## src/rtl/ex_sched_pkg.sv

```systemverilog
// ex_sched_pkg: shared state type and constants for the execute-stage hazard scheduler
package ex_sched_pkg;
  typedef enum logic {RUN, MC_WAIT} sched_state_t;
  localparam int REG_W_DEF = 5;
  localparam logic [4:0] XZR = 5'd31;
endpackage

```

## src/rtl/ex_hazard_scheduler_sat_counter.sv

```systemverilog
// sat_counter: event counter that sticks at all-ones instead of wrapping
module sat_counter #(
  parameter int W = 16
) (
  input  logic         clk,
  input  logic         i_en,
  input  logic         i_clr,
  output logic [W-1:0] o_q
);
  logic [W-1:0] r_q;
  always_ff @(posedge clk)
    r_q <= i_clr ? '0 : (i_en && !(&r_q)) ? r_q + 1'b1 : r_q;
  assign o_q = r_q;
endmodule

```

## src/rtl/ex_hazard_scheduler.sv

```systemverilog
// ex_hazard_scheduler: stall/flush sequencing for branch flush, multicycle EX ops and load-use hazards
module ex_hazard_scheduler
  import ex_sched_pkg::*;
#(
  parameter int REG_W      = REG_W_DEF,
  parameter int CNT_W      = 16,
  parameter int MC_TIMEOUT = 64
) (
  input  logic             clk,
  input  logic             reset,
  input  logic [REG_W-1:0] i_id_rn,
  input  logic [REG_W-1:0] i_id_rm,
  input  logic             i_id_uses_rm,
  input  logic             i_ex_memRead,
  input  logic [REG_W-1:0] i_ex_rd,
  input  logic             i_ex_mc_start,
  input  logic             i_mc_done,
  input  logic             i_mem_branch_taken,
  output logic             o_pc_en,
  output logic             o_ifid_en,
  output logic             o_idex_en,
  output logic             o_flush_ifid,
  output logic             o_flush_idex,
  output logic             o_flush_exmem,
  output logic             o_mc_go,
  output logic             o_mc_abort,
  output logic             o_mc_err,
  output logic [CNT_W-1:0] o_stall_cnt,
  output logic [CNT_W-1:0] o_flush_cnt
);
  localparam int WD_W = $clog2(MC_TIMEOUT);
  sched_state_t    r_state, w_next;
  logic [WD_W-1:0] r_wdog;
  logic            r_mc_err;
  logic            w_load_use, w_timeout, w_flush_ev;
  assign w_load_use = i_ex_memRead && (i_ex_rd != REG_W'(XZR)) &&
                      (i_ex_rd == i_id_rn || (i_id_uses_rm && i_ex_rd == i_id_rm));
  always_comb begin
    o_pc_en       = 1'b1;
    o_ifid_en     = 1'b1;
    o_idex_en     = 1'b1;
    o_flush_ifid  = 1'b0;
    o_flush_idex  = 1'b0;
    o_flush_exmem = 1'b0;
    o_mc_go       = 1'b0;
    o_mc_abort    = 1'b0;
    w_timeout     = 1'b0;
    w_next        = r_state;
    if (reset) begin
      if (r_state == RUN) begin
        if (i_mem_branch_taken) begin
          {o_flush_ifid, o_flush_idex, o_flush_exmem} = 3'b111;
        end else if (i_ex_mc_start) begin
          {o_pc_en, o_ifid_en, o_idex_en} = 3'b000;
          o_flush_exmem = 1'b1;
          o_mc_go       = 1'b1;
          w_next        = MC_WAIT;
        end else if (w_load_use) begin
          {o_pc_en, o_ifid_en} = 2'b00;
          o_flush_idex = 1'b1;
        end
      end else begin
        // a squashed or timed-out op never produces a result, so EX/MEM gets a bubble
        if (i_mem_branch_taken) begin
          {o_flush_ifid, o_flush_idex, o_flush_exmem} = 3'b111;
          o_mc_abort = 1'b1;
          w_next     = RUN;
        end else if (i_mc_done) begin
          w_next = RUN;
        end else if (r_wdog == WD_W'(MC_TIMEOUT - 1)) begin
          o_flush_exmem = 1'b1;
          o_mc_abort    = 1'b1;
          w_timeout     = 1'b1;
          w_next        = RUN;
        end else begin
          {o_pc_en, o_ifid_en, o_idex_en} = 3'b000;
          o_flush_exmem = 1'b1;
        end
      end
    end
  end
  always_ff @(posedge clk) begin
    if (!reset) begin
      r_state  <= RUN;
      r_wdog   <= '0;
      r_mc_err <= 1'b0;
    end else begin
      r_state  <= w_next;
      r_wdog   <= (r_state == MC_WAIT && w_next == MC_WAIT) ? r_wdog + 1'b1 : '0;
      r_mc_err <= r_mc_err | w_timeout;
    end
  end
  assign o_mc_err   = r_mc_err;
  assign w_flush_ev = reset && i_mem_branch_taken;
  sat_counter #(.W(CNT_W)) u_stall_cnt (.clk(clk), .i_en(!o_pc_en), .i_clr(!reset), .o_q(o_stall_cnt));
  sat_counter #(.W(CNT_W)) u_flush_cnt (.clk(clk), .i_en(w_flush_ev), .i_clr(!reset), .o_q(o_flush_cnt));
endmodule

```

## config.mk

```make
export PLATFORM = sky130hd
export DESIGN_NAME = ex_hazard_scheduler
export DESIGN_NICKNAME = d
export VERILOG_FILES = /design/src/rtl/ex_sched_pkg.sv /design/src/rtl/ex_hazard_scheduler_sat_counter.sv /design/src/rtl/ex_hazard_scheduler.sv
export SDC_FILE = /design/constraint.sdc
export NUM_CORES = 1
export LEC_CHECK = 0
export CAP_MARGIN = 30
export CORE_MARGIN = 2
export CORE_UTILIZATION = 50
export DETAILED_ROUTE_END_ITERATION = 12
export GPL_TIMING_DRIVEN = 0
export PLACE_DENSITY = 0.86
export SETUP_SLACK_MARGIN = 0.05
export SLEW_MARGIN = 20
export SYNTH_ARGS = -nofsm -noshare
export SYNTH_HDL_FRONTEND = slang
export SYNTH_SLANG_ARGS = --single-unit
```

## constraint.sdc

```tcl
create_clock -name clk -period 4.9 [get_ports clk]
set_clock_uncertainty 0.05 [all_clocks]
set_input_delay 0.98 -clock clk [delete_from_list [all_inputs] [get_ports clk]]
set_output_delay 0.98 -clock clk [all_outputs]
set_load 0.01 [all_outputs]
```

# [Yosys cells after proc, flatten, opt, wreduce, memory -nomap -nowiden]
# Index checks and enable logic that the tools add are counted.
[totals] register_bits=40 elab_cells=67
[op_classes] add_sub_neg=3 n_eq_ne=4 muxes=40 bitwise_logic=1 reduce_logical=14
[ops] operator="1-bit 2-to-1 mux" n=40
[ops] operator="16-bit by 1-bit adder with 16-bit output (second input constant)" n=2
[ops] operator="16-bit AND reduction" n=2
[ops] operator="5-bit equality test" n=2
[ops] operator="1-bit logical AND" n=7
[ops] operator="6-bit by 1-bit adder with 6-bit output (second input constant)" n=1
[ops] operator="6-bit equality test (second input constant)" n=1
[ops] operator="5-bit != test (second input constant)" n=1
[ops] operator="1-bit logical NOT" n=3
[ops] operator="2-bit AND reduction" n=1
[ops] operator="1-bit logical OR" n=1
[ops] operator="1-bit OR" n=1

# [Longest topological paths before layout]
[logic_depth] depth_word=11 mapped_depth=8 ltp_nobuf=7

# [Modules after synthesis]
# Synthesis repeated with hierarchy kept, for this count alone.
[unflattened] hier_cells=256 area_unflattened_um2=2195.9
[modules_own_cells] mod="sat_counter" n_inst=2 cells_per_inst=96 area_per_inst_um2=833.3 seq_area_each_um2=320.3
[modules_own_cells] mod="ex_hazard_scheduler" n_inst=1 cells_per_inst=64 area_per_inst_um2=529.3 seq_area_each_um2=160.2

# [Worst setup path before layout]
# OpenSTA, ideal clock, no wires.
[synth_path] kind="input to output" start="input i_ex_rd[4]" end="output o_pc_en" arrival_ns=1.886 t_required_ns=3.870 setup_slack_ns=1.984 stages=5 path_cell_list="xnor2_1 nand3_1 o22ai_1 a21oi_1 buf_4"
[synth_via] elab_chain_cells=9 word_cells_on_any_way=12 classes_between="3 x eq/ne; 5 x mux; 4 x reduce/logical"
[synth_lines] item="from (decl)" line="ex_hazard_scheduler.sv:15" rtl="input logic [REG_W-1:0] i_ex_rd,"
[synth_lines] item="5-bit equality test" line="ex_hazard_scheduler.sv:37" rtl="(i_ex_rd == i_id_rn || (i_id_uses_rm && i_ex_rd == i_id_rm));"
[synth_lines] item="1-bit logical AND" line="ex_hazard_scheduler.sv:37"
[synth_lines] item="1-bit logical OR" line="ex_hazard_scheduler.sv:37"
[synth_lines] item="1-bit logical AND *" line="ex_hazard_scheduler.sv:36" rtl="assign w_load_use = i_ex_memRead && (i_ex_rd != REG_W'(XZR)) &&"
[synth_lines] item="1-bit 2-to-1 mux * (5 in a row)"
[synth_lines] item="to (decl)" line="ex_hazard_scheduler.sv:19" rtl="output logic o_pc_en,"
# Every way passes the cells marked *; elsewhere a longest branch is shown, timed or not.

# [Worst setup path in the final report]
[layout_path] start="input i_ex_rd[2]" end="output o_pc_en"
[layout_via] elab_chain_cells=9 word_cells_on_any_way=12 classes_between="3 x eq/ne; 5 x mux; 4 x reduce/logical"
[layout_lines] item="5-bit equality test" line="ex_hazard_scheduler.sv:37"
[layout_lines] item="1-bit logical AND" line="ex_hazard_scheduler.sv:37"
[layout_lines] item="1-bit logical OR" line="ex_hazard_scheduler.sv:37"
[layout_lines] item="1-bit logical AND *" line="ex_hazard_scheduler.sv:36"
[layout_lines] item="1-bit 2-to-1 mux *" line="ex_hazard_scheduler.sv:58" rtl="end else if (w_load_use) begin"
[layout_lines] item="1-bit 2-to-1 mux *" line="ex_hazard_scheduler.sv:53" rtl="end else if (i_ex_mc_start) begin"
[layout_lines] item="1-bit 2-to-1 mux *" line="ex_hazard_scheduler.sv:51" rtl="if (i_mem_branch_taken) begin"
[layout_lines] item="1-bit 2-to-1 mux *" line="ex_hazard_scheduler.sv:50" rtl="if (r_state == RUN) begin"
[layout_lines] item="1-bit 2-to-1 mux *" line="ex_hazard_scheduler.sv:49" rtl="if (reset) begin"
# Marked as above.

==> summary.md <==
| Metric | Value |
|---|---|
| Outcome | finished clean |
| Synth Instances | 251 |
| I/O pins | 63 |
| Pre-CTS WS | 0.8867 ns |
| Rel. slew slack | 66.36% |
| First-pass GRT wire length | 7672 µm |
| CTS tree | built |
| CP required | 3.87 ns |
| Iteration-0 DRC Markers | a little under 100 |
| Final worst setup slack | 0.8766 ns |
| Mapped Area | 2072 µm² |
| Leak | 1.001 nW |
| Postcts setup bufs | 0 |
| Hold Crit Class | flop to flop |
| H-tree levels | 2 |
| Sw Ratio | 25.01% |
| Setup TNS | 0 ns |
| DPL Wire Length | 3702 µm |
| Clk network pwr share | between 30% and 40% |
| Initial antenna violation count | 0 |
| Die height | just under 70 µm |
| Die W | 68.38 µm |
| Area delta synth->final | 36.90% |
| Vias in the first global route | 1,762 |
| Netlist cell types | 37 |
| PortBufs | just over 60 |
| Placed insts | 363 |
| Internal Pwr Total | between 0.4 and 0.5 mW |
| Post-Synthesis Net Count | 276 |
| Slew Viols, Final | 0 |
| Worst Path Max Fanout | 3 |
| FF-to-FF Start | u_stall_cnt.o_q[0]$_SDFFE_PN0P_ |
| GRT overflow | 0 |
| Clk buf depth | 2 |
| Async SR Flop Fraction | 0% |
| N_diodes | 0 |
| Worst IR Drop VDD | 0.1900 mV |
| Top cell types by occurrence after synthesis | 40 x dfxtp_1, 30 x nor2_1, 20 x nand2_1, 18 x nand3_1, 18 x xnor2_1 |
| Fin nets | 345 |
| Sequential fraction of the synthesis area | 38.65% |
| Remaining antenna violation count | 0 |
| Worst-Margin Slew | 0.5000 ns |
| First-pass DRT Iterations | 4 |
| Number of setup violations in the final report | 0 |
| Fin crit share | 82.11% |
| Register-to-register setup slack | about 2.8 ns |
| Critical path class | input port to primary output |
| Reg power frac | 53.6% |
| Switching power total | 0.1547 mW |
| Number of CTS-inserted buffers | 5 |
| Reg2reg end | u_stall_cnt.o_q[5]$_SDFFE_PN0P_ |
| Via density | 5.424 |
| Fraction of layout instances using a drive strength above 1 | 5.313% |
| Synth top area share | 38.65% |
| Fin cells | 370 |
| GP Congestion | around 0.82 |
| Sink Count | 40 |
| Ys flop type | dfxtp_1 |
| RSZ-0062 raised after global routing | false |
| CTS root buffer | clkbuf_8 |
| Fin crit period | 4.023 ns |
| Min-Delay Endpoint | r_wdog[0]$_SDFF_PN0_ |
| DRC | 0 |
| Hold_buf cts | 0 |
| Yosys top cell by area | dfxtp_1 |
| R2r worst-path depth | 8 |
| #FFs+latches synth | 40 |
| Final Hold Fails | 0 |
| Via Count | 2,007 |
| Pwr Density | between 200 and 250 nW/µm² |
| Area contributors post-synth | dfxtp_1 39%, xnor2_1 7.6%, nor2_1 5.4% |
| Warnings from Yosys | 0 |
| Clock Pin Slew Worst Setup and Hold Paths | 0.07 ns |
| Std cell rows | 23 |
| Critical hold path startpoint | r_wdog[0]$_SDFF_PN0_ |
| Wirelength per Cell | 13.16 µm |
| Avg Inst Size Synth | about 8.3 µm² |
| DIE AREA | between 4000 and 5000 µm² |
| Hold Crit Depth | 1 |
| Post_cts resized | 0 |
| Worst EP arrival | 2.99 ns |
| CP Launch Type | input port |
| Hold_ws | approximately 0.4 ns |
| Final wirelength | 4869 µm |
| Worst skew pair latency | 0.29 ns |
| Highest Clock Rate | approximately 250 MHz |
| Combinational power share | 11.9% |
| Max Cap Violations | 0 |
| Largest net degree at the start of global routing | 13 |
| Total design power | 0.6183 mW |
| Total track usage | between 20 and 25% |
| Most frequent cell after synthesis | dfxtp_1 |
| Initial core utilization | 51.80% |
| Core outline area | 4000 µm² |
| CP endpoint kind | primary output |
| EDFF count, synth | 0 |
## cell type report
cell class	count	area, µm²
Sequential cell	40	800.8
Clock inverter	2	12.51
Inverter	9	33.78
Multi-Input combinational cell	194	1197
Clock buffer	5	68.82
Fill cell	334	1164
Timing Repair Buffer	62	620.6
Tap cell	50	62.56
Buffer	8	40.04
## power groups by stage
stage	logic, mW	registers [mW]	clock network (mW)
floorplan	0.0342	0.339	0
global placement	0.0718	0.339	0
detailed placement	0.0736	0.339	0
CTS	0.0739	0.331	0.215
global route	0.0792	0.332	0.229
finish	0.0739	0.332	0.213
## critical path: stages
cell and delay [ns]:
clkdlybuf4s50_1 0.54, nand3_1 0.10, o21ai_0 0.33, nor2_1 0.08, a21oi_1 0.28, buf_4 0.16
clkdlybuf4s50_1 0.53
## kinds of logic after synthesis
kind of cell,synth area share (%)
AOI/OAI and AO/OA,14.67
adders and majority gates,1.812
muxes,0.9662
DFF,38.65
xor gates and xnor gates,11.41
and+or+nand+nor,28.93
buffers and inverters,3.562
## per-layer routing
| layer | track usage, % | share of wire (%) | routed length, µm |
|---|---|---|---|
| met1 | 25.93 | 46 | 2255 |
| met2 | 37.38 | 48 | 2354 |
| met3 | 5.921 | 3.9 | 189 |
| met4 | 7.500 | 1.4 | 69 |
| met5 | 0 | 0 | 0 |
## registers in the layout (all words and copies together) (netlist names)
name / flops
u_flush_cnt.o_q: 16
u_stall_cnt.o_q: 16
r_wdog: 6
o_mc_err: 1
r_state: 1
## cells in the final DEF, fill, tap and decap left out, drive strengths merged, types with 3 or more instances in the layout
cell           instances
dfxtp                 40
buf                    4
clkbuf                 9
a21oi                 15
and4                   5
ha                     3
o21ai                 11
or3                    8
nand4                 11
nand3                 18
xnor2                 18
inv                    9
a31oi                  4
and2                   6
and3                   6
nor2                  30
o211ai                 5
xor2                   9
nand2                 20
o31ai                  6
nand2b                 4
clkdlybuf4s50         62
## worst max-delay path by stage
stage | startpoint | endpoint | cells after the start
6_report | i_ex_rd[2] | o_pc_en | 7
2_1_floorplan | i_ex_rd[4] | o_pc_en | 5
3_3_place_gp | i_ex_rd[2] | o_pc_en | 7
5_1_grt | i_ex_rd[2] | o_pc_en | 7
3_5_place_dp | i_ex_rd[2] | o_pc_en | 7
4_1_cts | i_ex_rd[2] | o_pc_en | 7
## through the flow
step | utilization (%) | area [µm²]
global route | 70.91 | 2836
floorplan | - | 2072
detailed placement | 68.88 | 2755
global placement | 68.88 | 2755
CTS | 70.91 | 2836
finish | 70.91 | 2836
Power figures use the tool's default switching activity.
